### config.mk
export PLATFORM = sky130hd
export DESIGN_NAME = display_value_register_flat
export DESIGN_NICKNAME = d
export VERILOG_FILES = /design/src/rtl/display_pkg.sv /design/src/rtl/display_value_register_if.sv /design/src/rtl/bin_to_bcd_seq.sv /design/src/rtl/display_value_register.sv /design/src/flat_wrapper.sv
export SDC_FILE = /design/constraint.sdc
export NUM_CORES = 1
export LEC_CHECK = 0
export BUFFER_PORTS_ARGS = -buffer_cell sky130_fd_sc_hd__buf_2
export CORE_ASPECT_RATIO = 0.5
export CORE_MARGIN = 5
export CORE_UTILIZATION = 41
export CTS_BUF_LIST = sky130_fd_sc_hd__clkbuf_8
export DETAILED_ROUTE_END_ITERATION = 7
export PLACE_DENSITY = 0.78
export SLEW_MARGIN = 20
export SYNTH_ARGS = -nofsm -noshare
export SYNTH_HDL_FRONTEND = slang
export SYNTH_SLANG_ARGS = --single-unit
### constraint.sdc
create_clock -name clk -period 1.23 [get_ports clk]
set_input_delay 0.0615 -clock clk [delete_from_list [all_inputs] [get_ports clk]]
set_output_delay 0.0615 -clock clk [all_outputs]
set_load 0.005 [all_outputs]
### src/rtl/display_pkg.sv
// Register map and shared types for the seven-segment display value peripheral.
// Contents:
//   OFF_DATA / OFF_CTRL / OFF_STATUS  byte offsets inside the 16-byte window
//   CTRL_BCD_BIT                      CTRL bit selecting binary->BCD display mode
//   STATUS_BUSY_BIT / STATUS_OVF_BIT  STATUS flag positions
//   BCD_MAX / DISP_ERR                largest 8-digit decimal value, error pattern
//   conv_state_t                      converter FSM states
//   bcd_digit_adjust                  one double-dabble digit correction
package display_pkg;

  localparam logic [3:0] OFF_DATA   = 4'h0;
  localparam logic [3:0] OFF_CTRL   = 4'h4;
  localparam logic [3:0] OFF_STATUS = 4'h8;

  localparam int CTRL_BCD_BIT    = 0;
  localparam int STATUS_BUSY_BIT = 0;
  localparam int STATUS_OVF_BIT  = 1;

  localparam logic [31:0] BCD_MAX  = 32'd99_999_999;
  localparam logic [31:0] DISP_ERR = 32'hEEEE_EEEE;

  typedef enum logic [1:0] {
    IDLE    = 2'd0,
    CONVERT = 2'd1,
    DONE    = 2'd2
  } conv_state_t;

  // A digit of 5 or more would become >= 10 after the next doubling, so it is
  // pre-corrected by +3 so that the carry falls into the next digit.
  function automatic logic [3:0] bcd_digit_adjust(input logic [3:0] d);
    return (d >= 4'd5) ? (d + 4'd3) : d;
  endfunction

endpackage

### src/rtl/display_value_register_if.sv
// CPU-side valid/ready register bus of the display value peripheral.
// Signals:
//   req_valid  request, held until req_ready
//   req_we     1 = write, 0 = read
//   req_addr   byte address
//   req_wdata  write data
//   req_wstrb  write byte enables
//   req_ready  one-cycle completion pulse
//   req_rdata  read data, valid while req_ready = 1, else 0
// Modports: master (CPU), slave (peripheral).
interface display_value_register_if;

  logic        req_valid;
  logic        req_we;
  logic [31:0] req_addr;
  logic [31:0] req_wdata;
  logic [3:0]  req_wstrb;
  logic        req_ready;
  logic [31:0] req_rdata;

  modport master (
    output req_valid, req_we, req_addr, req_wdata, req_wstrb,
    input  req_ready, req_rdata
  );

  modport slave (
    input  req_valid, req_we, req_addr, req_wdata, req_wstrb,
    output req_ready, req_rdata
  );

endinterface

### src/rtl/bin_to_bcd_seq.sv
// Sequential 32-bit binary to 8-digit BCD converter (shift-add-3, one bit per
// clock, 32 steps), followed by a single DONE cycle.
// Ports:
//   clk, rst   clock, synchronous active-high reset
//   start      begin converting bin (also restarts a running conversion)
//   abort      drop any running conversion and return to IDLE
//   bin        value to convert, sampled on start
//   busy       conversion in progress (CONVERT or DONE)
//   done       high for the single DONE cycle; bcd is valid then
//   bcd        result digits, or DISP_ERR if bin exceeded BCD_MAX
//   ovf        range flag of the most recently completed conversion
module bin_to_bcd_seq
  import display_pkg::*;
(
  input  logic        clk,
  input  logic        rst,
  input  logic        start,
  input  logic        abort,
  input  logic [31:0] bin,
  output logic        busy,
  output logic        done,
  output logic [31:0] bcd,
  output logic        ovf
);

  conv_state_t state_reg, state_next;
  logic [31:0] shift_reg, shift_next;
  logic [31:0] digits_reg, digits_next;
  logic [31:0] digits_adj;
  logic [4:0]  cnt_reg, cnt_next;
  logic        range_err_reg, range_err_next;
  logic        ovf_reg, ovf_next;

  genvar gi;
  generate
    for (gi = 0; gi < 8; gi++) begin : g_digit_adj
      assign digits_adj[4*gi +: 4] = bcd_digit_adjust(digits_reg[4*gi +: 4]);
    end
  endgenerate

  always_ff @(posedge clk) begin
    if (rst) begin
      state_reg     <= IDLE;
      shift_reg     <= '0;
      digits_reg    <= '0;
      cnt_reg       <= '0;
      range_err_reg <= 1'b0;
      ovf_reg       <= 1'b0;
    end else begin
      state_reg     <= state_next;
      shift_reg     <= shift_next;
      digits_reg    <= digits_next;
      cnt_reg       <= cnt_next;
      range_err_reg <= range_err_next;
      ovf_reg       <= ovf_next;
    end
  end

  always_comb begin
    state_next     = state_reg;
    shift_next     = shift_reg;
    digits_next    = digits_reg;
    cnt_next       = cnt_reg;
    range_err_next = range_err_reg;
    ovf_next       = ovf_reg;

    if (abort) begin
      state_next = IDLE;
    end else if (start) begin
      state_next     = CONVERT;
      shift_next     = bin;
      digits_next    = '0;
      cnt_next       = '0;
      // Values above eight decimal digits cannot be shown; decided up front
      // so the datapath never needs a ninth digit.
      range_err_next = (bin > BCD_MAX);
    end else begin
      case (state_reg)
        CONVERT: begin
          {digits_next, shift_next} = {digits_adj, shift_reg} << 1;
          cnt_next = cnt_reg + 5'd1;
          if (cnt_reg == 5'd31) begin
            state_next = DONE;
          end
        end
        DONE: begin
          ovf_next   = range_err_reg;
          state_next = IDLE;
        end
        default: begin
          state_next = IDLE;
        end
      endcase
    end
  end

  assign busy = (state_reg != IDLE);
  assign done = (state_reg == DONE);
  assign bcd  = range_err_reg ? DISP_ERR : digits_reg;
  assign ovf  = ovf_reg;

endmodule

### src/rtl/display_value_register.sv
// Memory-mapped register holding the 32-bit value shown on the 8-digit
// seven-segment display.
// Ports:
//   clk            system clock
//   rst            synchronous active-high reset
//   bus            valid/ready register bus (slave side)
//   display_value  nibble-per-digit value for the seven-segment controller
// Registers (offsets in the 16-byte window at BASE_ADDR):
//   0x0 DATA    R/W, byte-enabled
//   0x4 CTRL    bit0 bcd (R/W) when DISPLAY_BCD_EN, else reads 0
//   0x8 STATUS  bit0 busy, bit1 ovf (read-only), 0 without DISPLAY_BCD_EN
// Build option: define DISPLAY_BCD_EN to include the binary->BCD converter.
// Without it, display_value simply mirrors DATA.
module display_value_register
  import display_pkg::*;
#(
  parameter logic [31:0] BASE_ADDR = 32'h0000_0000,
  parameter logic [31:0] RESET_VAL = 32'h0000_0000
) (
  input  logic                           clk,
  input  logic                           rst,
  display_value_register_if.slave        bus,
  output logic [31:0]                    display_value
);

  logic        req_ready_reg;
  logic [31:0] req_rdata_reg;
  logic [31:0] data_reg, data_next;
  logic [31:0] display_reg;
  logic [31:0] rdata_mux;
  logic [31:0] ctrl_val, status_val;
  logic        accept, hit, wr_data;
  logic [3:0]  offset;

  // No accept while req_ready is high: each request costs two cycles.
  assign accept  = bus.req_valid && !req_ready_reg;
  assign hit     = (bus.req_addr[31:4] == BASE_ADDR[31:4]);
  assign offset  = bus.req_addr[3:0];
  assign wr_data = accept && bus.req_we && hit && (offset == OFF_DATA);

  genvar gi;
  generate
    for (gi = 0; gi < 4; gi++) begin : g_data_byte
      assign data_next[8*gi +: 8] = (wr_data && bus.req_wstrb[gi]) ?
                                    bus.req_wdata[8*gi +: 8] : data_reg[8*gi +: 8];
    end
  endgenerate

  always_ff @(posedge clk) begin
    if (rst) begin
      req_ready_reg <= 1'b0;
      req_rdata_reg <= '0;
      data_reg      <= RESET_VAL;
    end else begin
      req_ready_reg <= accept;
      req_rdata_reg <= (accept && !bus.req_we) ? rdata_mux : '0;
      data_reg      <= data_next;
    end
  end

`ifdef DISPLAY_BCD_EN
  logic        bcd_reg, bcd_next;
  logic        wr_ctrl;
  logic        start_reg, abort_reg;
  logic        conv_busy, conv_done, conv_ovf;
  logic [31:0] conv_bcd;

  assign wr_ctrl  = accept && bus.req_we && hit && (offset == OFF_CTRL) &&
                    bus.req_wstrb[CTRL_BCD_BIT / 8];
  assign bcd_next = wr_ctrl ? bus.req_wdata[CTRL_BCD_BIT] : bcd_reg;

  // start/abort are registered so the converter samples the already-updated
  // DATA register; this puts display_value 34 cycles after the ready pulse.
  bin_to_bcd_seq u_conv (
    .clk   (clk),
    .rst   (rst),
    .start (start_reg),
    .abort (abort_reg),
    .bin   (data_reg),
    .busy  (conv_busy),
    .done  (conv_done),
    .bcd   (conv_bcd),
    .ovf   (conv_ovf)
  );

  always_ff @(posedge clk) begin
    if (rst) begin
      bcd_reg     <= 1'b0;
      start_reg   <= 1'b0;
      abort_reg   <= 1'b0;
      display_reg <= RESET_VAL;
    end else begin
      bcd_reg   <= bcd_next;
      start_reg <= bcd_next && (wr_data || (wr_ctrl && !bcd_reg));
      abort_reg <= bcd_reg && !bcd_next;
      // Raw mode tracks DATA directly; BCD mode only changes on completion,
      // so no intermediate digits ever reach the display.
      if (!bcd_next) begin
        display_reg <= data_next;
      end else if (conv_done) begin
        display_reg <= conv_bcd;
      end
    end
  end

  always_comb begin
    ctrl_val                    = '0;
    ctrl_val[CTRL_BCD_BIT]      = bcd_reg;
    status_val                  = '0;
    status_val[STATUS_BUSY_BIT] = conv_busy;
    status_val[STATUS_OVF_BIT]  = conv_ovf;
  end
`else
  assign display_reg = data_reg;
  assign ctrl_val    = '0;
  assign status_val  = '0;
`endif

  always_comb begin
    rdata_mux = '0;
    if (hit) begin
      case (offset)
        OFF_DATA:   rdata_mux = data_reg;
        OFF_CTRL:   rdata_mux = ctrl_val;
        OFF_STATUS: rdata_mux = status_val;
        default:    rdata_mux = '0;
      endcase
    end
  end

  assign bus.req_ready  = req_ready_reg;
  assign bus.req_rdata  = req_rdata_reg;
  assign display_value  = display_reg;

endmodule

### src/flat_wrapper.sv
// flat-port wrapper written by rule: the top's interface ports become plain ports
module display_value_register_flat import display_pkg::*;
#(
  parameter logic [31:0] BASE_ADDR = 32'h0000_0000,
  parameter logic [31:0] RESET_VAL = 32'h0000_0000
)
  (clk, rst, display_value, bus_req_valid, bus_req_we, bus_req_addr, bus_req_wdata, bus_req_wstrb, bus_req_ready, bus_req_rdata);
  display_value_register_if bus_i ();
  input  logic clk;
  input  logic rst;
  output logic [31:0] display_value;
  input wire logic [$bits(bus_i.req_valid)-1:0] bus_req_valid;
  input wire logic [$bits(bus_i.req_we)-1:0] bus_req_we;
  input wire logic [$bits(bus_i.req_addr)-1:0] bus_req_addr;
  input wire logic [$bits(bus_i.req_wdata)-1:0] bus_req_wdata;
  input wire logic [$bits(bus_i.req_wstrb)-1:0] bus_req_wstrb;
  output wire logic [$bits(bus_i.req_ready)-1:0] bus_req_ready;
  output wire logic [$bits(bus_i.req_rdata)-1:0] bus_req_rdata;
  assign bus_i.req_valid = bus_req_valid;
  assign bus_i.req_we = bus_req_we;
  assign bus_i.req_addr = bus_req_addr;
  assign bus_i.req_wdata = bus_req_wdata;
  assign bus_i.req_wstrb = bus_req_wstrb;
  assign bus_req_ready = bus_i.req_ready;
  assign bus_req_rdata = bus_i.req_rdata;
  display_value_register #(.BASE_ADDR(BASE_ADDR), .RESET_VAL(RESET_VAL)) u_core (.clk(clk), .rst(rst), .bus(bus_i), .display_value(display_value));
endmodule
-- Word-level counts from Yosys, hierarchy flattened
Cells that the tools add are included.
- bits of input ports: 72
- register bits after elaboration: 65
- word-level logic and storage cells: 23
- output and inout bits: 65
- bitwise operators: 3
- reductions and logical operators: 14
- operator list (cell ; count):
    $logic_not 28->1 ; 1
    $logic_and 1x1->1 ; 9
    $logic_not 4->1 ; 1
    $reduce_or 4->1 ; 1
    $not 1->1 ; 3
    $logic_not 1->1 ; 2

-- Logic depth before layout (Yosys ltp)
Gate-level depths: netlist of the first run.
- depth after elaboration: 6
- mapped depth: 6
- depth with buffers taken out: 4

-- Worst setup path after synthesis of the first run
OpenSTA, ideal clock, no wires.
- path type: input to register
- start point: input bus_req_addr[18]
- end point: register u_core.data_reg[0], in the netlist u_core.display_value[0]
- data arrival time: 1.107 ns
- library setup time: 0.132 ns
- path slack: -0.009 ns
- path buffers: 1
- stages: 5
- required time: 1.098 ns
- cell sequence: nor4_2 > nand4_1 > clkbuf_1 > o31ai_1 > a21oi_1
- longest elaborated chain between the ends: 4
- ends and longest elaborated chain (what ; RTL line ; text):
    from (decl) ; flat_wrapper.sv:14 ; input wire logic [$bits(bus_i.req_addr)-1:0] bus_req_addr;
    $logic_not 28->1 ; display_value_register.sv:37 ; assign hit = (bus.req_addr[31:4] == BASE_ADDR[31:4]);
    $logic_and 1x1->1 (2 in a row) ; display_value_register.sv:39 ; assign wr_data = accept && bus.req_we && hit && (offset == OFF_DATA);
    $logic_and 1x1->1 ; display_value_register.sv:44 ; assign data_next[8*gi +: 8] = (wr_data && bus.req_wstrb[gi]) ?
    to (signal assigned) ; display_value_register.sv:57 ; data_reg <= data_next;
    to (decl) ; display_value_register.sv:28 ; logic [31:0] data_reg, data_next;
Every way passes these cells.
A chain may end at the register's enable or synchronous reset.

-- Worst setup path after layout of the first run
- start point: register u_core.req_ready_reg, in the netlist u_core.bus.req_ready
- end point: register u_core.data_reg[13], in the netlist u_core.display_value[13]
- longest elaborated chain between the ends: 6
- ends and longest elaborated chain (what ; RTL line ; text):
    from (decl) ; display_value_register.sv:26 ; logic req_ready_reg;
    from (signal assigned) ; display_value_register.sv:55 ; req_ready_reg <= accept;
    $logic_not 1->1 ; display_value_register.sv:36 ; assign accept = bus.req_valid && !req_ready_reg;
    $logic_and 1x1->1 ; display_value_register.sv:36 ;
    $logic_and 1x1->1 (3 in a row) ; display_value_register.sv:39 ;
    $logic_and 1x1->1 ; display_value_register.sv:44 ;
Every way passes these cells.

==> flow_summary.ini, run 1 <==
[setup_path]
r2r-start = u_core.bus.req_ready
crit_family = flip-flops
worst_ep_arrival_time_ns = 1.57
critical_path.slowest_cell = dfxtp_2
cp_cell_sequence = nor2b_4 > buf_6 > nand3_1 > buf_6 > o31ai_2 > a21oi_1
cp_slowest_stage_delay_ns = 0.34
startpoint_type = register
timing.rr.end = u_core.display_value[13]
cp_num_buf_inv = 2
critical_path_class = reg -> reg
timing.critical_path.mode_cell = buf_6
crit_fanout = 8
crit_path_end_kind = register
cp.required_ns = 1.44
r2r_cells = 6
ff2ff_setup_slack_ns = -0.13

[synthesis]
syn_inst = 245
ys_seq_area_share_pct = 53.4
syn_area_mm2 = 0.00243
synth_fp_nets = 317
yosysWarnings = 0
ys_ff_latch = 65
synth_cell_types = 17
yosys-top-cells-count = 65 x dfxtp_1, 33 x nand4_1, 32 x a21oi_1, 32 x and2_1, 32 x o31ai_1
yosysMostFrequentCell = dfxtp_1
post-synth-top-area-fraction_pct = 53.4
ys.flop_type = dfxtp_1
async_reset_ff_share_pct = 0
yosysTopAreaCell = dfxtp_1
synth.avg_cell_area_um2 = 9.94
yosys-top-cells-area = dfxtp_1 53%, o31ai_1 9.9%, nand4_1 8.5%
synth_edf_count = 0

[layout]
n_fill_cell = 357
antenna_cells = 0
multi_input_area_mm2 = 0.00141
area_growth_pct = 72.3
finalNetCount = 481
drive_above_1_share_pct = 53.9
seq_area_mm2 = 0.00130
fin_area_mm2 = 0.00419

[route]
drt_wl_total_um = 9660
num_vias = 2769
drt_pre_antenna_iters = 5
drc = 0
drt_iter0_markers = 259
ant_nets = 0
wl_per_cell_um = 19.8
via_per_inst = 5.69

[floorplan]
dieHeight_um = 64.5
start_util_pct = 43.4
rows = 19
design.portCount = 137
fp.dieW_um = 119
die_area_mm2 = 0.00767
core-area_mm2 = 0.00561

[cts]
cts_tree = built
clk_path_buf_depth = 2
numCtsBuffers = 9
clkTransAtPathRegs_ns = 0.07
cts_sinks = 65
h-tree-depth = 3
clock_latency_ns = 0.34
clock-root-buffer = clkbuf_8

[timing]
min_period_over_period_pct = 111
skew_ns = 0.00536
max_freq_mhz = 734
drv_slew = 0
finalCriticalPeriod_ns = 1.36
hold_violations = 0
rsz0062_at_grt = yes
setup_viol = 61
setup_slack_ns = -0.132
slew_headroom_pct = 74.4
tightest_slew_ns = 0.384

[placement]
dpl_cell_area_mm2 = 0.00322
pre_cts_ws_ns = -0.245
numPortBuffers = 136
dpl.hpwl_um = 5590
gp_congestion = 0.751

[job]
cap_violations = 0

[pwr]
p_leak_nw = 1.77
p_total_mw = 4.46
cellPowerDensity_mw_per_mm2 = 1060
ir_worst_vdd_mv = 0.752

[min_path]
holdPathStages = 3
hp-class = in -> reg
hold_path_end = u_core.display_value[6]
min_from = bus_req_wdata[6]

[outcome]
violations = setup timing
run_status = finished, violations left

[global_routing]
grt_pass1_vias = 2742
gr-total-overflow = 0
grt_max_degree = 34
grt_antenna_before_repair = 0
grt_usage_pct = 21.8
grt_pass1_wl_um = 13500
-- through the flow --
| stage | setup TNS [ns] | instances | hold slack, ns | util [%] |
|---|---|---|---|---|
| floorplan | 0 | 245 | 0.216 | - |
| finish | -3.40 | 487 | 0.00659 | 74.8 |
| global route | -6.50 | 487 | 0.0110 | 74.8 |
| CTS | -0.625 | 482 | 0.000432 | 68.6 |
| detailed placement | -11.60 | 438 | 0.329 | 57.4 |
| global placement | -9.15 | 438 | 0.321 | 57.4 |
-- cells by family after synthesis --
family | synth area share [%]
DFF | 53.4
and+or+nand+nor | 25.1
buffers and inverters | 4.98
AOI/OAI and AO/OA | 16.4
-- worst max path at each step --
| stage | endpoint | slack, ns | from | depth (start not counted) |
|---|---|---|---|---|
| after floorplan | u_core.display_value[0] | 0.002 | bus_req_addr[2] | 5 |
| after global placement | u_core.display_value[8] | -0.17 | bus_req_addr[9] | 6 |
| after detailed placement | u_core.display_value[25] | -0.25 | bus_req_addr[18] | 6 |
| after CTS | u_core.display_value[28] | -0.06 | u_core.bus.req_ready | 5 |
| after global routing | u_core.display_value[7] | -0.15 | u_core.bus.req_ready | 6 |
| final | u_core.display_value[13] | -0.13 | u_core.bus.req_ready | 6 |
-- cells in the final DEF, fill, tap and decap left out, drive strengths merged, types with 3 or more instances in the layout --
| master | Yosys | routed |
|---|---|---|
| buf | 14 | 151 |
| dfxtp | 65 | 65 |
| nand4 | 34 | 34 |
| and2 | 32 | 32 |
| a21oi | 32 | 32 |
| o31ai | 32 | 32 |
| dlygate4sd3 | 0 | 29 |
| clkbuf | 13 | 10 |
| nor4 | 8 | 8 |
| and3 | 4 | 4 |
| nand3 | 4 | 4 |
| clkinv | 0 | 3 |
-- layer usage --
layer | GRT usage [%] | routed length, um
met1 | 24.2 | 3640
met2 | 40.1 | 4950
met3 | 6.86 | 762
met4 | 7.65 | 314
met5 | 0 | 0
-- worst reg2reg max path, cell delays in order (launching register included) --
cell	delay (ns)
dfxtp_2	0.34
nor2b_4	0.14
buf_6	0.14
nand3_1	0.13
buf_6	0.20
o31ai_2	0.18
a21oi_1	0.10
-- what timing repair did --
action	in CTS	in global routing
setup buffers	0	1
resized for setup	31	57
hold buffers	27	2
endpoints found under the setup margin	55	64
pin swaps	0	10
cloned	1	2
hold endpoints to repair	27	2
-- final cells by class --
type	count	share of cell area, %
Timing Repair Buffer	180	27.8
Clock buffer	10	3.28
Multi-Input combinational cell	153	33.7
Tap cell	73	2.18
Clock inverter	6	1.97
Sequential cell	65	31.1
-- report_power, final --
part	internal [mW]	switching (mW)
Clock	1.19	0.826
Combinational	0.181	0.159
Sequential	2.11	0.00244
Total	3.47	0.988
Note: power is estimated with default switching activity, not from simulation.
==> run 2: changes to the inputs <==
Settings changed: CORE_UTILIZATION 41 to 25, PLACE_DENSITY 0.78 to not set.
==> flow_summary.ini, run 2 (synthesis gave the netlist of run 1 again) <==
[setup_path]
crit_path_end_kind = register
worst_ep_arrival_time_ns = 1.49
critical_path_class = reg -> reg
cp_slowest_stage_delay_ns = 0.33
cp_cell_sequence = nor2b_4 > buf_6 > nand3_1 > buf_6 > o31ai_2 > a21oi_1
timing.rr.end = u_core.display_value[24]
cp_num_buf_inv = 2
startpoint_type = register
critical_path.slowest_cell = dfxtp_2
crit_family = flip-flops
cp.required_ns = 1.44
r2r-start = u_core.bus.req_ready
crit_fanout = 7
timing.critical_path.mode_cell = buf_6
r2r_cells = 6
ff2ff_setup_slack_ns = -0.05

[placement]
pre_cts_ws_ns = -0.240
numPortBuffers = 136
dpl.hpwl_um = 5590
gp_congestion = 0.716
dpl_cell_area_mm2 = 0.00333

[floorplan]
design.portCount = 137
rows = 25
die_area_mm2 = 0.0119
core-area_mm2 = 0.00948
fp.dieW_um = 150
dieHeight_um = 79.8
start_util_pct = 25.7

[layout]
layout_common_cells = 136 x buf_2, 64 x dfxtp_1, 33 x nand4_1, 32 x and2_1, 32 x dlygate4sd3_1
finalNetCount = 486
drive_above_1_share_pct = 51.9
area_growth_pct = 73.0
n_fill_cell = 912
antenna_cells = 0
fin_area_mm2 = 0.00421
layout_commonest_cell = buf_2

[cts]
clkTransAtPathRegs_ns = 0.07
clk_path_buf_depth = 2
cts_sinks = 65
post_cts.repair.setup_buffers = 0
numCtsBuffers = 9
clock_latency_ns = 0.34
clock-root-buffer = clkbuf_8
h-tree-depth = 3
cts_tree = built

[global_routing]
grt_pass1_wl_um = 12800
grt_max_degree = 34
grt_antenna_before_repair = 0
grt_usage_pct = 13.5
grt_pass1_vias = 2668
gr-total-overflow = 0

[outcome]
run_status = finished, violations left
violations = setup timing

[min_path]
holdPathStages = 4
min_from = bus_req_wstrb[0]
hp-class = in -> reg
hold_path_end = u_core.display_value[5]

[route]
ant_nets = 0
via_per_inst = 4.67
wl_per_cell_um = 15.1
drt_iter0_markers = 138
drt_wl_total_um = 8350
drc = 0
num_vias = 2580
drt_pre_antenna_iters = 4

[timing]
setup_tns_ns = -0.593
finalCriticalPeriod_ns = 1.28
min_period_over_period_pct = 104
setup_slack_ns = -0.0487
tightest_slew_ns = 0.385
slew_headroom_pct = 74.3
rsz0062_at_grt = yes
setup_viol = 40
drv_slew = 0
hold_violations = 0
skew_ns = 0.00625
max_freq_mhz = 782

[pwr]
ir_worst_vdd_mv = 0.416
p_total_mw = 4.25
p_leak_nw = 1.75
cellPowerDensity_mw_per_mm2 = 1010

[job]
cap_violations = 0
## run 2: stage by stage
step	hold slack, ns	util, %	std cells
after floorplan	0.216	-	245
after global placement	0.323	35.2	505
after detailed placement	0.327	35.2	505
after CTS	0.205	42.1	553
after global routing	0.205	44.4	553
final	0.219	44.4	553
## run 2: area by class of cell
type / instances / area, um^2 / area share, %
multi-input cells: 153 / 1340 / 31.9
clock inverters: 4 / 45.0 / 1.07
repair buffers: 185 / 1200 / 28.5
well taps: 135 / 169 / 4.01
clock buffers: 11 / 151 / 3.59
flip-flops and latches: 65 / 1300 / 30.9
## run 2: where the power goes
group	switching, mW	leakage [nW]	internal (mW)
combinational	0.139	1.12	0.188
clock	0.797	0.104	1.02
sequential	0.00163	0.524	2.11
total	0.938	1.75	3.31
## run 2: worst register-to-register path: stages (launching register included)
cell and delay (ns):
dfxtp_2 0.33, nor2b_4 0.12, buf_6 0.12, nand3_1 0.12
buf_6 0.18, o31ai_2 0.19, a21oi_1 0.09
## run 2: per-layer routing
metal / vias up / routed length, um / track usage [%]
li1: 1255 / - / -
met1: 1225 / 3290 / 15.6
met2: 84 / 4370 / 23.5
met3: 16 / 466 / 4.25
met4: 0 / 225 / 4.84
met5: - / 0 / 0
## run 2: repair_timing
item | CTS | global route
hold endpoints to repair | 32 | 0
hold buffers | 32 | 0
gates cloned | 1 | 0
pin swaps | 1 | 12
resized for setup | 36 | 33
setup endpoints to repair | 53 | 64
## run 2: how the worst max path moves through the flow
stage / startpoint / end / cells after the start
after floorplan: bus_req_addr[2] / u_core.display_value[0] / 5
after global placement: bus_req_addr[18] / u_core.bus.req_rdata[20] / 7
after detailed placement: bus_req_addr[25] / u_core.display_value[12] / 6
after CTS: u_core.bus.req_ready / u_core.display_value[24] / 6
after global routing: u_core.bus.req_ready / u_core.display_value[22] / 6
final: u_core.bus.req_ready / u_core.display_value[24] / 6
